`src/rtl/dm_access_arbiter_if.sv`:
```
// Bundle of the M-stage, debug/DMA and single-port memory signals around dm_access_arbiter.
// slave is the arbiter's view; master is the requesters' and memory's view.
interface dm_access_arbiter_if;
    logic        m_req;
    logic        m_we;
    logic [31:0] m_addr;
    logic [31:0] m_wdata;
    logic [31:0] m_rdata;
    logic        m_stall;

    logic        d_req;
    logic        d_we;
    logic [31:0] d_addr;
    logic [31:0] d_wdata;
    logic [31:0] d_rdata;
    logic        d_ack;

    logic        mem_en;
    logic        mem_we;
    logic [31:0] mem_addr;
    logic [31:0] mem_wdata;
    logic [31:0] mem_rdata;

    modport slave (
        input  m_req, m_we, m_addr, m_wdata,
        output m_rdata, m_stall,
        input  d_req, d_we, d_addr, d_wdata,
        output d_rdata, d_ack,
        output mem_en, mem_we, mem_addr, mem_wdata,
        input  mem_rdata
    );

    modport master (
        output m_req, m_we, m_addr, m_wdata,
        input  m_rdata, m_stall,
        output d_req, d_we, d_addr, d_wdata,
        input  d_rdata, d_ack,
        input  mem_en, mem_we, mem_addr, mem_wdata,
        output mem_rdata
    );
endinterface

```
`src/rtl/dm_access_arbiter.sv`:
```
// Shares the single-port data memory between pipeline port M and debug/DMA port D.
// Latency: MEM_LAT+1 cycles request-to-completion uncontended; one access per MEM_LAT+2 cycles.
// Backpressure: M frozen by combinational m_stall, D held until d_ack; DM_ARB_RR_EN selects round-robin.
module dm_access_arbiter #(
    parameter int MEM_LAT  = 2,
    parameter int MAX_WAIT = 4
) (
    input  logic               clk,
    input  logic               reset,
    dm_access_arbiter_if.slave bus
);

    typedef enum logic [1:0] {IDLE, BUSY, DONE} state_t;

    localparam int LW = (MEM_LAT > 1) ? $clog2(MEM_LAT) : 1;

    state_t          state;
    logic            owner_d;
    logic [LW-1:0]   lat_cnt;
    logic            we_q;
    logic [31:0]     addr_q;
    logic [31:0]     wdata_q;
    logic [31:0]     m_rdata_q;
    logic [31:0]     d_rdata_q;
    logic            d_ack_q;
    logic            mem_en_q;
    logic            mem_we_q;
    logic            any_req;
    logic            grant_d;

`ifdef DM_ARB_RR_EN
    logic            last_d;
`else
    localparam int WW = $clog2(MAX_WAIT + 1);
    logic [WW-1:0]   wait_cnt;
`endif

    // Contention resolution only; a lone request always wins.
    always_comb begin
        any_req = bus.m_req | bus.d_req;
`ifdef DM_ARB_RR_EN
        grant_d = bus.d_req & (~bus.m_req | ~last_d);
`else
        grant_d = bus.d_req & (~bus.m_req | (wait_cnt == WW'(MAX_WAIT)));
`endif
    end

    always_ff @(posedge clk or negedge reset) begin
        if (!reset) begin
            state     <= IDLE;
            owner_d   <= 1'b0;
            lat_cnt   <= '0;
            we_q      <= 1'b0;
            addr_q    <= '0;
            wdata_q   <= '0;
            m_rdata_q <= '0;
            d_rdata_q <= '0;
            d_ack_q   <= 1'b0;
            mem_en_q  <= 1'b0;
            mem_we_q  <= 1'b0;
`ifdef DM_ARB_RR_EN
            last_d    <= 1'b1;
`else
            wait_cnt  <= '0;
`endif
        end else begin
            mem_we_q <= 1'b0;
            d_ack_q  <= 1'b0;
            case (state)
                IDLE: begin
                    if (any_req) begin
                        owner_d  <= grant_d;
                        we_q     <= grant_d ? bus.d_we    : bus.m_we;
                        addr_q   <= grant_d ? bus.d_addr  : bus.m_addr;
                        wdata_q  <= grant_d ? bus.d_wdata : bus.m_wdata;
                        mem_we_q <= grant_d ? bus.d_we    : bus.m_we;
                        lat_cnt  <= LW'(MEM_LAT - 1);
                        mem_en_q <= 1'b1;
                        state    <= BUSY;
`ifdef DM_ARB_RR_EN
                        last_d   <= grant_d;
`else
                        if (grant_d)
                            wait_cnt <= '0;
                        else if (bus.d_req && wait_cnt != WW'(MAX_WAIT))
                            wait_cnt <= wait_cnt + 1'b1;
`endif
                    end
                end
                BUSY: begin
                    if (lat_cnt == '0) begin
                        mem_en_q <= 1'b0;
                        state    <= DONE;
                        if (owner_d) begin
                            d_rdata_q <= bus.mem_rdata;
                            d_ack_q   <= 1'b1;
                        end else begin
                            m_rdata_q <= bus.mem_rdata;
                        end
                    end else begin
                        lat_cnt <= lat_cnt - 1'b1;
                    end
                end
                DONE:    state <= IDLE;
                default: state <= IDLE;
            endcase
        end
    end

    // The stall drops in the DONE cycle itself so M sees its data with no bubble.
    assign bus.m_stall   = bus.m_req & ~((state == DONE) & ~owner_d);
    assign bus.m_rdata   = m_rdata_q;
    assign bus.d_rdata   = d_rdata_q;
    assign bus.d_ack     = d_ack_q;
    assign bus.mem_en    = mem_en_q;
    assign bus.mem_we    = mem_we_q & ~we_q ? 1'b0 : mem_we_q;
    assign bus.mem_addr  = addr_q;
    assign bus.mem_wdata = wdata_q;

endmodule

```
`src/flat_wrapper.sv`:
```
// flat-port wrapper written by rule: the top's interface ports become plain ports
module dm_access_arbiter_flat 
#(
    parameter int MEM_LAT  = 2,
    parameter int MAX_WAIT = 4
)
  (clk, reset, bus_m_req, bus_m_we, bus_m_addr, bus_m_wdata, bus_m_rdata, bus_m_stall, bus_d_req, bus_d_we, bus_d_addr, bus_d_wdata, bus_d_rdata, bus_d_ack, bus_mem_en, bus_mem_we, bus_mem_addr, bus_mem_wdata, bus_mem_rdata);
  dm_access_arbiter_if bus_i ();
  input  logic clk;
  input  logic reset;
  input wire logic [$bits(bus_i.m_req)-1:0] bus_m_req;
  input wire logic [$bits(bus_i.m_we)-1:0] bus_m_we;
  input wire logic [$bits(bus_i.m_addr)-1:0] bus_m_addr;
  input wire logic [$bits(bus_i.m_wdata)-1:0] bus_m_wdata;
  output wire logic [$bits(bus_i.m_rdata)-1:0] bus_m_rdata;
  output wire logic [$bits(bus_i.m_stall)-1:0] bus_m_stall;
  input wire logic [$bits(bus_i.d_req)-1:0] bus_d_req;
  input wire logic [$bits(bus_i.d_we)-1:0] bus_d_we;
  input wire logic [$bits(bus_i.d_addr)-1:0] bus_d_addr;
  input wire logic [$bits(bus_i.d_wdata)-1:0] bus_d_wdata;
  output wire logic [$bits(bus_i.d_rdata)-1:0] bus_d_rdata;
  output wire logic [$bits(bus_i.d_ack)-1:0] bus_d_ack;
  output wire logic [$bits(bus_i.mem_en)-1:0] bus_mem_en;
  output wire logic [$bits(bus_i.mem_we)-1:0] bus_mem_we;
  output wire logic [$bits(bus_i.mem_addr)-1:0] bus_mem_addr;
  output wire logic [$bits(bus_i.mem_wdata)-1:0] bus_mem_wdata;
  input wire logic [$bits(bus_i.mem_rdata)-1:0] bus_mem_rdata;
  assign bus_i.m_req = bus_m_req;
  assign bus_i.m_we = bus_m_we;
  assign bus_i.m_addr = bus_m_addr;
  assign bus_i.m_wdata = bus_m_wdata;
  assign bus_m_rdata = bus_i.m_rdata;
  assign bus_m_stall = bus_i.m_stall;
  assign bus_i.d_req = bus_d_req;
  assign bus_i.d_we = bus_d_we;
  assign bus_i.d_addr = bus_d_addr;
  assign bus_i.d_wdata = bus_d_wdata;
  assign bus_d_rdata = bus_i.d_rdata;
  assign bus_d_ack = bus_i.d_ack;
  assign bus_mem_en = bus_i.mem_en;
  assign bus_mem_we = bus_i.mem_we;
  assign bus_mem_addr = bus_i.mem_addr;
  assign bus_mem_wdata = bus_i.mem_wdata;
  assign bus_i.mem_rdata = bus_mem_rdata;
  dm_access_arbiter #(.MEM_LAT(MEM_LAT), .MAX_WAIT(MAX_WAIT)) u_core (.clk(clk), .reset(reset), .bus(bus_i));
endmodule
```
`config.mk`:
```
export PLATFORM = sky130hd
export DESIGN_NAME = dm_access_arbiter_flat
export DESIGN_NICKNAME = d
export VERILOG_FILES = /design/src/rtl/dm_access_arbiter_if.sv /design/src/rtl/dm_access_arbiter.sv /design/src/flat_wrapper.sv
export SDC_FILE = /design/constraint.sdc
export NUM_CORES = 1
export LEC_CHECK = 0
export CAP_MARGIN = 20
export CORE_MARGIN = 2
export CORE_UTILIZATION = 42
export CTS_BUF_LIST = sky130_fd_sc_hd__clkbuf_16
export DETAILED_ROUTE_END_ITERATION = 8
export PLACE_DENSITY = 0.82
export RECOVER_POWER = 50
export SYNTH_ARGS = -nofsm -noshare
export SYNTH_HDL_FRONTEND = slang
export SYNTH_SLANG_ARGS = --single-unit
```
`constraint.sdc`:
```
create_clock -name clk -period 2.4 [get_ports clk]
set_input_delay 0.6 -clock clk [delete_from_list [all_inputs] [get_ports clk]]
set_output_delay 0.6 -clock clk [all_outputs]
set_load 0.01 [all_outputs]
```
-- Yosys cells after proc, flatten, opt, wreduce, memory -nomap -nowiden
Index checks and enable logic that the tools add are counted.
- eq/ne operators: 6
- bitwise operators: 11
- $add $sub $neg: 2
- multiplexer cells: 19
- reductions and logical operators: 11
- operator list (operator ; number):
    2-to-1 mux 32 bit ; 2
    AND reduction 3 bit ; 4
    2-to-1 mux 1 bit ; 10
    2-to-1 mux 3 bit ; 2
    AND reduction 2 bit ; 3
    inverter 1 bit ; 5
    bitwise AND 1 bit ; 4
    2-to-1 mux 2 bit ; 2
    case mux 1 bit (2 select lines) ; 2
    case mux 2 bit (2 select lines) ; 1
    nonzero test 2 bit ; 2
    adder 3 x 1 -> 3 bit (second input constant) ; 1
    == test 3 bit (second input constant) ; 1
    != test 3 bit (second input constant) ; 1
    == test 2 x 1 -> 1 bit (second input constant) ; 1
    == test 2 bit (second input constant) ; 1
    zero test 2 bit ; 1
    != test 2 x 1 -> 1 bit (second input constant) ; 1
    != test 2 bit (second input constant) ; 1
    bitwise OR 1 bit ; 2
    logical AND 1 bit ; 1
    subtractor 1 bit (second input constant) ; 1
- register bits after elaboration: 139
- bits of input ports: 166
- word-level logic and storage cells: 61

-- Logic depth before layout (Yosys ltp)
- depth in word-level cells: 6
- gate-level depth with buffers: 8

-- Worst setup path after synthesis
Ideal clock, no wire load.
- path kind: register to output
- from: register u_core.state[0]
- to: output port bus_m_stall
- data arrival time: 1188 ps
- setup slack: 612 ps
- stages on the path, launching flop included: 5
- required time: 1800 ps
- path buffers: 3
- cells stage by stage: dfrtp_1 -> buf_4 -> clkbuf_1 -> clkbuf_1 -> o31a_1
- longest elaborated chain between the ends: 4
- RTL lines (what ; RTL line ; source):
    from (decl) ; dm_access_arbiter.sv:17 ; state_t state;
    from (signal assigned) ; dm_access_arbiter.sv:50 ; state <= IDLE;
    from (signal assigned) ; dm_access_arbiter.sv:79 ; state <= BUSY;
    from (signal assigned) ; dm_access_arbiter.sv:93 ; state <= DONE;
    == test 2 bit ; dm_access_arbiter.sv:111 ; assign bus.m_stall = bus.m_req & ~((state == DONE) & ~owner_d);
    bitwise AND 1 bit ; dm_access_arbiter.sv:111 ;
    inverter 1 bit ; dm_access_arbiter.sv:111 ;
    bitwise AND 1 bit ; dm_access_arbiter.sv:111 ;
    to (decl) ; flat_wrapper.sv:16 ; output wire logic [$bits(bus_i.m_stall)-1:0] bus_m_stall;
Every way passes these cells.

-- Final worst setup path
- from: input port bus_m_req
- to: output port bus_m_stall
- longest elaborated chain between the ends: 1
- RTL lines (what ; RTL line ; source):
    from (decl) ; flat_wrapper.sv:11 ; input wire logic [$bits(bus_i.m_req)-1:0] bus_m_req;
    bitwise AND 1 bit ; dm_access_arbiter.sv:111 ;
Every way passes these cells.

==> impl_metrics.tcl <==
set metrics [dict create \
    wl_met2_microns 9780 \
    cts_inserted_buffers 17 \
    regArea_sq_um 3480 \
    ys_types 36 \
    synth-simple-area-share_pct 1.42 \
    synth-edff-count 0 \
    mostFrequentLayoutCells "clkdlybuf4s50_1, dfrtp_1, a21boi_0, a311o_1, o22a_1" \
    post-synth-top-area-cell "dfrtp_1" \
    fin_crit_ns 2.34 \
    nNetsFinal 941 \
    peakVddDrop_v 0.000532 \
    grt_overflow 0 \
    path_max_fanout 2 \
    synth_area_per_cell_sq_um 13.1 \
    outcome "complete, no violations" \
    yosys_warnings 0 \
    synth_mux_area_share_pct 11.4 \
    p_clk_share_pct 19.5 \
    crit_chain "clkdlybuf4s50_1 > o31a_1 > clkdlybuf4s50_1" \
    power.density_nw_per_um2 1300 \
    hold_class "flip-flop to flip-flop" \
    report.final.slew_viol_count 0 \
    synth_compound_area_share_pct 27.7 \
    post_cts_resized 0 \
    firstDrtPassIters 4 \
    skew_ns 0.00842 \
    clockBufferDepth 2 \
    synth_top_family_by_area "compound AO/OA/AOI/OAI gates" \
    wl_met1_microns 7670 \
    p_sw_mw 4.41 \
    pwr-share-seq_pct 31.9 \
    drive_gt1_share_pct 11.6 \
    postSynthCellCount 493 \
    start_util_pct 42.7 \
    dieArea_sq_um 16400 \
    critical-path-max-stage-delay_ns 0.53 \
    antennaDiodeCount 0 \
    final.setup.tns_ns 0 \
    fin_total_pwr_mw 13.2 \
    arrival_ns 1.74 \
    fin_crit_sh_pct 97.4 \
    crit_path_start_kind "primary input" \
    setup_viol 0 \
    fill_cells 1083 \
    ios 298 \
    io_buffers 297 \
    worstSkewPairLatency_ns 0.41 \
    area_growth_pct 57.4 \
    async_flop_share_pct 100 \
    drt_iter0_markers 269 \
    drc 0 \
    grt_pass1_vias 5706 \
    final_common_cell "clkdlybuf4s50_1" \
    max_freq_ghz 0.428 \
    htree_num_levels 4 \
    cts_sinks 139 \
    crit_slowest_cell "clkdlybuf4s50_1" \
    synth_area_sq_um 6450 \
    comb_power_share_pct 48.7 \
    grt_pass1_wl_microns 30300 \
    antenna_found_initial 0 \
    tightest_slew_ns 1.49 \
    switching_share_pct 33.4 \
    post_drt_wl_per_cell_microns 20.0 \
    ys_ff_latch 139 \
    design.core.area_sq_um 15100 \
    clkTransAtPathRegs_ns 0.06 \
    power_leakage_nw 4.02 \
    top_layer_used "met4" \
    max_cap_violations 0 \
    place_inst 942 \
    dp_hpwl_microns 13800 \
    finalWirelength_microns 19400 \
    finalWeightedCongestion 0.805 \
    ys_seq_area_share_pct 53.9 \
    viasPerCell 5.64 \
    die_w_microns 128 \
    grt_max_degree 59 \
    rsz0062_at_grt "false" \
    final-hold-violation-count 0 \
    ys.flop_type "dfrtp_1" \
    hold_buffers 0 \
    ant_nets 0 \
    synth_nets 661 \
    critPathRequiredTime_ns 1.80 \
    synth_xor_area_share_pct 0 \
    cts_tree "yes" \
    worst_setup_path_end_kind "primary output" \
    synth.area.top_cells "dfrtp_1, a311o_1, o22a_1, a21boi_0, mux2_1" \
    post_cts_buffers 0 \
    die_height_microns 128 \
    crit_type "primary input to primary output" \
    relSlewSlack_pct 0.782 \
    grt_usage_pct 23.6 \
    internal_power_mw 8.80 \
    synth_fa_ha_area_share_pct 0.388 \
    multi_input_area_sq_um 2640 \
    final_cells 973 \
    yosysTopAreaCellShare_pct 53.9 \
    rows 45 \
    vias 5487 \
    wl_met3_microns 1650 \
    critPathMostFrequentCell "clkdlybuf4s50_1" \
    cts_root_buffer "clkbuf_16" \
]
==> kinds of logic (layout without fill, tap and decap cells) <==
| group | Yosys count | in the layout |
|---|---|---|
| AOI/OAI and AO/OA | 205 | 205 |
| DFF | 139 | 139 |
| buffers and inverters | 66 | 358 |
| muxes | 65 | 65 |
| and+or+nand+nor | 16 | 16 |
| adders and majority gates | 2 | 2 |
==> per-stage QoR <==
step / utilization [%] / hold slack [ns] / setup slack [ns] / area (sq um)
CTS: 67.6 / 0.168 / 0.0572 / 10200
global placement: 63.8 / 0.466 / 0.0549 / 9630
global route: 67.3 / 0.491 / 0.0302 / 10100
finish: 67.3 / 0.476 / 0.0621 / 10100
detailed placement: 63.8 / 0.462 / 0.0284 / 9630
floorplan: - / 0.304 / 0.612 / 6450
==> state kept, by name (all words and copies together), names as in the netlist <==
register	count
u_core.bus.d_ack	1
u_core.bus.d_rdata	32
u_core.bus.m_rdata	32
u_core.bus.mem_addr	32
u_core.bus.mem_en	1
u_core.bus.mem_wdata	32
u_core.lat_cnt	1
u_core.mem_we_q	1
u_core.owner_d	1
u_core.state	2
u_core.wait_cnt	3
u_core.we_q	1
==> worst paths after layout <==
path	cells past startpoint	endpoint	slack, ns	startpoint
min in group asynchronous	1	u_core.bus.d_rdata[28]	0.55	reset
max in group asynchronous	2	u_core.bus.mem_wdata[12]	0.39	reset
max	3	bus_m_stall	0.06	bus_m_req
max reg2reg	4	u_core.bus.mem_wdata[23]	0.19	u_core.state[0]
min reg2reg	1	u_core.bus.d_rdata[10]	0.48	u_core.bus.d_rdata[10]
min	1	u_core.bus.d_rdata[10]	0.48	u_core.bus.d_rdata[10]
==> power by group through the flow <==
stage,combinational [mW],sequential (mW),clock [mW]
2_1_floorplan,2.72,4.66,0
3_3_place_gp,6.37,4.17,0
3_5_place_dp,6.58,4.24,0
4_1_cts,6.61,4.22,2.62
5_1_grt,6.86,4.34,2.73
6_report,6.43,4.21,2.57
==> routing by layer <==
layer / global-route usage (%) / vias up
li1: - / 2482
met1: 28.1 / 2729
met2: 40.3 / 253
met3: 7.89 / 23
met4: 7.69 / 0
met5: 0 / -
==> final cells by class <==
class / instances / area share (%)
Timing Repair Buffer: 321 / 31.5
Multi-Input combinational cell: 288 / 26.0
Inverter: 6 / 0.222
Clock inverter: 14 / 1.44
Sequential cell: 139 / 34.3
Tap cell: 188 / 2.32
Clock buffer: 17 / 4.19
==> synthesized netlist by cell type, types with 2 or more instances <==
master    count
dfrtp_1     139
a21boi_0     65
a311o_1      64
o22a_1       64
clkbuf_1     42
mux2_1       34
mux2_2       31
buf_4         5
inv_1         5
buf_2         4
buf_6         4
nand2_1       4
buf_8         3
a21oi_1       2
a22o_1        2
and2_1        2
ha_1          2
nand2b_1      2
nor2_1        2
==> critical path: cells and delay by family <==
| family | cells | cell delay (ns) |
|---|---|---|
| buffers and inverters | 2 | 1.01 |
| AOI/OAI and AO/OA | 1 | 0.13 |
(Power assumes the default switching activity.)
